==> src/rtl/mem_access_stage.sv <==
// mem_access_stage: EX/MEM consumer; decodes MEM bits, runs a req/ack data-memory handshake and registers the MEM/WB bundle.
// Optional REQ timeout with err_o pulse enabled by defining MEM_TIMEOUT_EN.
module mem_access_stage #(
    parameter int ADDR_W  = 8,
    parameter int TIMEOUT = 16
) (
    input  logic              clk_i,
    input  logic              rst_n,
    input  logic [1:0]        WB_i,
    input  logic [1:0]        MEM_i,
    input  logic [15:0]       FU_result_i,
    input  logic [15:0]       RT_data_i,
    input  logic [2:0]        Write_dst_i,
    output logic              stall_o,
    output logic              dmem_req_o,
    output logic              dmem_we_o,
    output logic [ADDR_W-1:0] dmem_addr_o,
    output logic [15:0]       dmem_wdata_o,
    input  logic              dmem_ack_i,
    input  logic [15:0]       dmem_rdata_i,
    output logic [1:0]        WB_o,
    output logic [15:0]       mem_data_o,
    output logic [15:0]       FU_result_o,
    output logic [2:0]        Write_dst_o,
    output logic              err_o
);
    typedef enum logic [1:0] {IDLE, REQ, DONE} state_t;
    state_t      r_state;
    logic [15:0] r_fu;
    logic [15:0] r_wdata;
    logic        r_we;
    logic [1:0]  r_wb;
    logic [2:0]  r_dst;
    logic        w_dec;
    logic        w_memop;
    logic        w_to;
    assign w_dec        = r_state != REQ;
    assign w_memop      = w_dec && (MEM_i[1] ^ MEM_i[0]);
    assign stall_o      = !w_dec || w_memop;
    assign dmem_req_o   = !w_dec;
    assign dmem_we_o    = r_we;
    assign dmem_addr_o  = r_fu[ADDR_W-1:0];
    assign dmem_wdata_o = r_wdata;
`ifdef MEM_TIMEOUT_EN
    localparam int CW = $clog2(TIMEOUT + 1);
    logic [CW-1:0] r_cnt;
    logic          r_err;
    assign w_to  = r_cnt == CW'(TIMEOUT - 1);
    assign err_o = r_err;
    always_ff @(posedge clk_i) begin
        if (!rst_n) begin
            r_cnt <= '0;
            r_err <= 1'b0;
        end else begin
            r_err <= !w_dec && !dmem_ack_i && w_to;
            r_cnt <= w_dec ? '0 : r_cnt + 1'b1;
        end
    end
`else
    assign w_to  = TIMEOUT < 0;
    assign err_o = 1'b0;
`endif
    always_ff @(posedge clk_i) begin
        if (!rst_n) begin
            r_state     <= IDLE;
            r_fu        <= '0;
            r_wdata     <= '0;
            r_we        <= 1'b0;
            r_wb        <= '0;
            r_dst       <= '0;
            WB_o        <= '0;
            mem_data_o  <= '0;
            FU_result_o <= '0;
            Write_dst_o <= '0;
        end else if (w_memop) begin
            r_state <= REQ;
            r_fu    <= FU_result_i;
            r_wdata <= RT_data_i;
            r_we    <= MEM_i[0];
            r_wb    <= WB_i;
            r_dst   <= Write_dst_i;
            WB_o    <= '0;
        end else if (w_dec) begin
            r_state     <= IDLE;
            WB_o        <= (MEM_i == 2'b11) ? 2'b00 : WB_i;
            mem_data_o  <= '0;
            FU_result_o <= FU_result_i;
            Write_dst_o <= Write_dst_i;
        end else if (dmem_ack_i) begin
            r_state     <= DONE;
            WB_o        <= r_wb;
            mem_data_o  <= r_we ? 16'h0 : dmem_rdata_i;
            FU_result_o <= r_fu;
            Write_dst_o <= r_dst;
        end else if (w_to) begin
            r_state    <= DONE;
            WB_o       <= '0;
            mem_data_o <= '0;
        end
    end
endmodule

==> config.mk <==
export PLATFORM = sky130hd
export DESIGN_NAME = mem_access_stage
export DESIGN_NICKNAME = d
export VERILOG_FILES = /design/src/rtl/mem_access_stage.sv
export SDC_FILE = /design/constraint.sdc
export NUM_CORES = 1
export LEC_CHECK = 0
export ABC_AREA = 1
export BUFFER_PORTS_ARGS = -buffer_cell sky130_fd_sc_hd__buf_2
export CORE_ASPECT_RATIO = 1.5
export CORE_MARGIN = 10
export CORE_UTILIZATION = 47
export CTS_CLUSTER_DIAMETER = 200
export DETAILED_ROUTE_END_ITERATION = 6
export PLACE_DENSITY_LB_ADDON = 0.2
export REMOVE_ABC_BUFFERS = 1
export SLEW_MARGIN = 0
export SYNTH_ARGS = -nofsm -noshare
export SYNTH_HDL_FRONTEND = slang
export SYNTH_SLANG_ARGS = --single-unit
==> constraint.sdc <==
create_clock -name clk_i -period 2.85 [get_ports clk_i]
set_clock_uncertainty 0.15 [all_clocks]
set_input_delay 0.285 -clock clk_i [delete_from_list [all_inputs] [get_ports clk_i]]
set_output_delay 0.285 -clock clk_i [all_outputs]
set_load 0.005 [all_outputs]
==> results of run 1 <==
[worst paths after layout]
kind / start / to / slack, ps / depth (start not counted)
worst min register to register: r_fu[9] / r_fu[9] / 310 / 2
worst min-delay path: RT_data_i[12] / dmem_wdata_o[12] / 30 / 3
worst max-delay path: r_state[0] / dmem_req_o / 570 / 4
worst max register to register: r_state[0] / mem_data_o[2] / 880 / 7
[cell usage after synthesis]
| master | number | area, sq um |
|---|---|---|
| buf_1 | 4 | 15.0 |
| buf_2 | 12 | 60.1 |
| buf_4 | 18 | 135 |
| buf_6 | 1 | 11.3 |
| clkbuf_1 | 3 | 11.3 |
| conb_1 | 1 | 3.75 |
| dfxtp_1 | 77 | 1540 |
| ha_1 | 1 | 12.5 |
| inv_1 | 19 | 71.3 |
| inv_2 | 2 | 7.51 |
| inv_4 | 1 | 6.26 |
| nand2_1 | 123 | 462 |
| nand2_2 | 2 | 12.5 |
| nand2_4 | 2 | 22.5 |
| nand2_8 | 1 | 20.0 |
| nand3_1 | 24 | 120 |
| nand3_2 | 1 | 10.0 |
| nand3b_1 | 24 | 180 |
| nand4_1 | 2 | 12.5 |
| nor2_1 | 129 | 484 |
| nor2_2 | 1 | 6.26 |
| o21ai_0 | 28 | 140 |
| o21ai_1 | 10 | 50.1 |
[stage by stage]
step	worst slack, ps	utilization, %
final	569	58.6
after global routing	473	58.6
after CTS	546	58.6
after detailed placement	800	56.1
after global placement	877	56.1
after floorplan	750	-
[final cells by class]
cell class              count  area [sq um]
repair buffers            125           636
multi-input cells         349          1540
fillers                   704          2880
clock inverters             1          5.00
flip-flops and latches     77          1540
clock buffers              15           166
well taps                  78          97.6
inverters                  22          85.1
[sequential cells by signal (all words and copies together), names as in the netlist]
name / cells
FU_result_o: 16
dmem_wdata_o: 16
mem_data_o: 16
r_fu: 16
Write_dst_o: 3
r_dst: 3
WB_o: 2
r_state: 2
r_wb: 2
dmem_we_o: 1
[kinds of logic (layout without fill, tap and decap cells)]
family / after synthesis / after routing
AO/OA/AOI/OAI: 38 / 38
adder cells (fa/ha/maj): 1 / 1
buffers and inverters: 60 / 163
flip-flops: 77 / 77
other: 1 / 1
AND/OR/NAND/NOR: 309 / 309
[worst min-delay path, delay by kind of cell]
family	cells	cell delay (ps)
buffers and inverters	1	80
AND/OR/NAND/NOR	1	70
AO/OA/AOI/OAI	1	60
[report_power, final]
part,switching [W],internal (W)
clock network,0.000376,0.000365
registers,0.0000663,0.00120
logic,0.000354,0.000241
[per-layer routing]
| layer | vias up | GRT usage [%] | part of all wire (%) |
|---|---|---|---|
| met5 | - | 0 | 0 |
| met4 | 0 | 5.99 | 0.96 |
| met3 | 9 | 6.21 | 9.7 |
| met2 | 114 | 26.6 | 47 |
| met1 | 1490 | 21.1 | 43 |
| li1 | 1700 | - | - |
[layout by cell type, fill, tap and decap left out, types with 2 or more instances in the layout]
master	n
nor2_1	129
inv_2	2
nand4_1	2
nand2_2	2
clkbuf_1	4
buf_2	121
o21ai_0	28
dfxtp_1	77
nand2_1	123
clkbuf_8	11
nand3_1	24
buf_4	4
inv_1	19
o21ai_1	10
nand3b_1	24
nand2_4	2
==> summary.md, run 1 <==
| Metric | Value |
|---|---|
| Pins Over Slew Limit | `0` |
| DRT iter0 DRCs | `219` |
| CP max FO | `24` |
| Synth Area in Adders | `less than 1%` |
| Min cycle time layout | `2280 ps` |
| CP Class | `flop to output port` |
| WL/cell | `14.0 microns` |
| Total Routing Usage GR | `about 17%` |
| Worst path max stage delay | `around 430 ps` |
| Placed cell count | `~650` |
| Fmax | `438 MHz` |
| Crit-path slowest cell | `dfxtp_1` |
| P_leak | `2.17 nW` |
| Core ar. | `just under 7000 sq um` |
| Clk buf depth | `2` |
| Worst Path Required | `between 2000 and 2500 ps` |
| DRT Pass-1 Iters | `6` |
| Slew margin rel. | `between 50% and 60%` |
| Max Cap Violations | `0` |
| Post-Synth Simple-Gate Area | `between 30% and 40%` |
| Multiplexer area fraction after synthesis | `0%` |
| CP endpoint kind | `output port` |
| Worst Tran Pin Value | `roughly 630 ps` |
| Pwr Total | `0.00260 W` |
| Worst Setup Start Kind | `flop` |
| Hpwl dp | `6350 microns` |
| First-pass GRT wire length | `about 15000 microns` |
| Syn Std Cell Area | `3400 sq um` |
| Worst min path class | `input port to flop` |
| Die Span Y | `124 microns` |
| Ys Warns | `0` |
| CTS Sinks | `slightly below 80` |
| Crit path DAT | `1850 ps` |
| Compound-Gate Fraction of Synth Area | `under 10%` |
| Grt ovf | `0` |
| PwrDens | `between 600 and 700 nW/um^2` |
| RSZ-0062 raised after global routing | `false` |
| Layout cells sized above 1 | `approximately a quarter` |
| Final Cell Area | `roughly 4100 sq um` |
| Via count | `between 3000 and 4000` |
| Sequential area share after synthesis | `45.4%` |
| Post-CTS sizing | `0` |
| Hold_buf cts | `0` |
| Core Rows | `37` |
| CP Buf/Inv Count | `3` |
| Fin Hold WS | `between 20 and 30 ps` |
| Ant diodes | `0` |
| Syn-to-layout area delta | `19.8%` |
| H-tree Lvls | `3` |
| Vias per cell | `roughly 5` |
| Setup TNS | `0 ps` |
| Clock latency at the later pin of the worst-skew pair | `between 300 and 400 ps` |
| Main combinational cell family by area after synthesis | `simple AND/OR/NAND/NOR gates` |
| Number of global-route vias before repair | `3117` |
| CP Cell Sequence | `buf_4 > inv_1 > nor2_2 > buf_2` |
| Post-synthesis xor/xnor area fraction | `0%` |
| Nets | `around 640` |
| Clock-pin slew on the worst setup and hold paths | `~70 ps` |
| Drt drc | `0` |
| Buffers on Ports | `121` |
| Placer Congestion | `~0.73` |
| Netlist cell types | `23` |
| Final ANT Viol Nets | `0` |
| Largest net degree at the start of global routing | `47` |
| Post-CTS setup buffer count | `0` |
| Top Ports | `roughly 120` |
| Starting Density | `48.9%` |
| Clk root buf | `clkbuf_8` |
| VDD IR-drop max | `about 0.34 mV` |
| CTS Buf Count | `9` |
| Final Non-Filler Cells | `around 670` |
| Cell Area, Placed | `3900 sq um` |
| FF+latch count, synth | `77` |
| Outcome | `complete, no violations` |
| DRT Wirelength | `about 9300 microns` |
| Die Wd | `89.4 microns` |
| Syn_area_per_cell | `between 6 and 7 sq um` |
| Initial antenna violation count | `0` |
| Final worst-path cycle share | `between 80% and 90%` |
| Final Hold Vio Count | `0` |
| Die ar. | `11100 sq um` |
| CTS tree | `done` |
| Gate Count Post-Synth | `~500` |
| Final Setup Violations | `0` |
| Crit path max-delay family | `buffers and inverters` |
No activity file was read; power rests on OpenSTA's default activity.
==> inputs of run 2 (changes only) <==
- clock period: 2.85 -> 2.31 ns (I/O delays scaled with it)
==> run 2 against run 1 <==
Power grew 23%. Routed wire length is essentially flat. Sequential power grew 23%. Non-clock buffer count grew 18. Utilization grew 2.5 points. Final cell count grew 2.4%. Critical path depth is the same. Critical path type unchanged.
==> summary.md, run 2 (synthesis gave the netlist of run 1 again) <==
| Metric | Value |
|---|---|
| Nets | `661` |
| Placed cell count | `652` |
| Max Cap Violations | `0` |
| CP Cell Sequence | `buf_4 > inv_1 > nor2_4 > buf_2` |
| Met2 Use GR | `between 20% and 30%` |
| Core ar. | `~6900 sq um` |
| Syn-to-layout area delta | `25.0%` |
| Crit-path slowest cell | `dfxtp_1` |
| Worst Setup Start Kind | `flop` |
| Final worst-path cycle share | `around nine tenths` |
| Hpwl dp | `roughly 6400 microns` |
| P_leak | `between 2 and 2.5 nW` |
| Final Hold Vio Count | `0` |
| CP max FO | `24` |
| Total Routing Usage GR | `roughly 17%` |
| Met3 Resource Use GR | `6.67%` |
| Vias per cell | `roughly 4.9` |
| Die ar. | `11100 sq um` |
| Grt ovf | `0` |
| Pins Over Slew Limit | `0` |
| Setup WS post-layout | `231 ps` |
| Crit path max-delay family | `buffers and inverters` |
| Largest net degree at the start of global routing | `48` |
| RSZ-0062 raised after global routing | `false` |
| Die Wd | `89.4 microns` |
| Busiest grt layer | `met2` |
| Crit path DAT | `between 1500 and 2000 ps` |
| Clock-pin slew on the worst setup and hold paths | `approximately 80 ps` |
| WL/cell | `13.7 microns` |
| Number of global-route vias before repair | `3173` |
| Top Ports | `around 120` |
| Min cycle time layout | `between 2000 and 2500 ps` |
| CP endpoint kind | `output port` |
| Cell Area, Placed | `slightly below 4000 sq um` |
| Worst r2r src | `r_state[0]` |
| Buffers on Ports | `121` |
| Setup TNS | `0 ps` |
| Worst min path class | `input port to flop` |
| Clk root buf | `clkbuf_8` |
| First-pass GRT wire length | `approximately 15000 microns` |
| Clk buf depth | `2` |
| CP Class | `flop to output port` |
| DRT Wirelength | `about 9300 microns` |
| Drt drc | `0` |
| Ant diodes | `0` |
| Die Span Y | `roughly 120 microns` |
| Pwr Total | `around 0.0032 W` |
| DRT iter0 DRCs | `between 150 and 200` |
| Hold Crit Start | `FU_result_i[12]` |
| Slew margin rel. | `between 50% and 60%` |
| Worst path max stage delay | `440 ps` |
| Dpl ws | `311 ps` |
| Reg2reg path depth | `6` |
| Final Non-Filler Cells | `around 680` |
| Placer Congestion | `approximately 0.75` |
| Crit Reg-Reg Endpoint | `mem_data_o[3]` |
| PwrDens | `between 700 and 800 nW/um^2` |
| Final Setup Violations | `0` |
| CTS Buf Count | `9` |
| Worst Path Required | `slightly below 2000 ps` |
| Fmax | `between 400 and 500 MHz` |
| Core Rows | `37` |
| H-tree Lvls | `3` |
| CTS Sinks | `between 70 and 80` |
| Worst Hold Path Cells | `3` |
| VDD IR-drop max | `between 0.4 and 0.5 mV` |
| Worst R2R Setup Slack | `approximately 330 ps` |
| Starting Density | `between 40% and 50%` |
| CP Buf/Inv Count | `3` |
| CTS tree | `done` |
| Final ANT Viol Nets | `0` |
| Initial antenna violation count | `0` |
| Post-CTS setup buffer count | `0` |
| Via count | `3325` |
| Final Cell Area | `roughly 4200 sq um` |
| Hold endpoint | `r_fu[12]` |
| Worst Tran Pin Value | `between 600 and 700 ps` |
| Most common cell after layout, fill and taps aside | `nor2_1` |
| Most frequent cells in the layout | `nor2_1, nand2_1, buf_2, dfxtp_1, o21ai_0` |
| DRT Pass-1 Iters | `7` |
| GR Util met1 | `between 20% and 30%` |
| Layout cells sized above 1 | `~25%` |
| Outcome | `complete, no violations` |
| Clock latency at the later pin of the worst-skew pair | `350 ps` |
## run 2: cell count changes in the layout (fill, tap and decap cells not counted), sizes merged
cell	change
clkbuf	-3
dlygate4sd3	+17
clkinv	+1
buf	+1
## run 2: per-layer routing
metal | routed length (microns) | vias up | part of all wire [%]
met5 | 0 | - | 0
met4 | 107 | 0 | 1.1
met3 | 818 | 8 | 8.8
met2 | 4300 | 110 | 46
met1 | 4110 | 1476 | 44
li1 | - | 1731 | -
## run 2: repair_timing
item,CTS,global route
resized for setup,0,1
setup endpoints to repair,0,1
hold buffers,17,0
endpoints found under the hold margin,17,0
## run 2: power breakdown
part,internal (W),switching [W]
combinational,0.000318,0.000443
sequential,0.00148,0.0000779
clock,0.000434,0.000455
## run 2: worst max-delay path by stage
stage | startpoint | endpoint | cells past startpoint
after detailed placement | r_state[0] | mem_data_o[12] | 6
after CTS | r_state[0] | dmem_req_o | 4
after floorplan | r_state[0] | mem_data_o[10] | 5
after global routing | r_state[1] | mem_data_o[6] | 7
after global placement | MEM_i[0] | r_fu[5] | 7
final | r_state[0] | dmem_req_o | 4
## run 2: through the flow
stage,utilization [%],hold slack [ps]
floorplan,-,201
global placement,56.2,288
detailed placement,56.2,298
CTS,61.0,1.72
global route,61.1,7.21
finish,61.1,16.8
## run 2: final cells by class
type                    count  area [sq um]
well taps                  78          97.6
inverters                  22          85.1
clock inverters             2          10.0
repair buffers            143           813
multi-input cells         349          1540
clock buffers              12           155
fillers                   671          2700
flip-flops and latches     77          1540
## run 2: worst min-delay path: cells and delay by family
kind	cells	cell delay (ps)
buf+inv	1	90
simple gates	1	70
compound gates	1	70
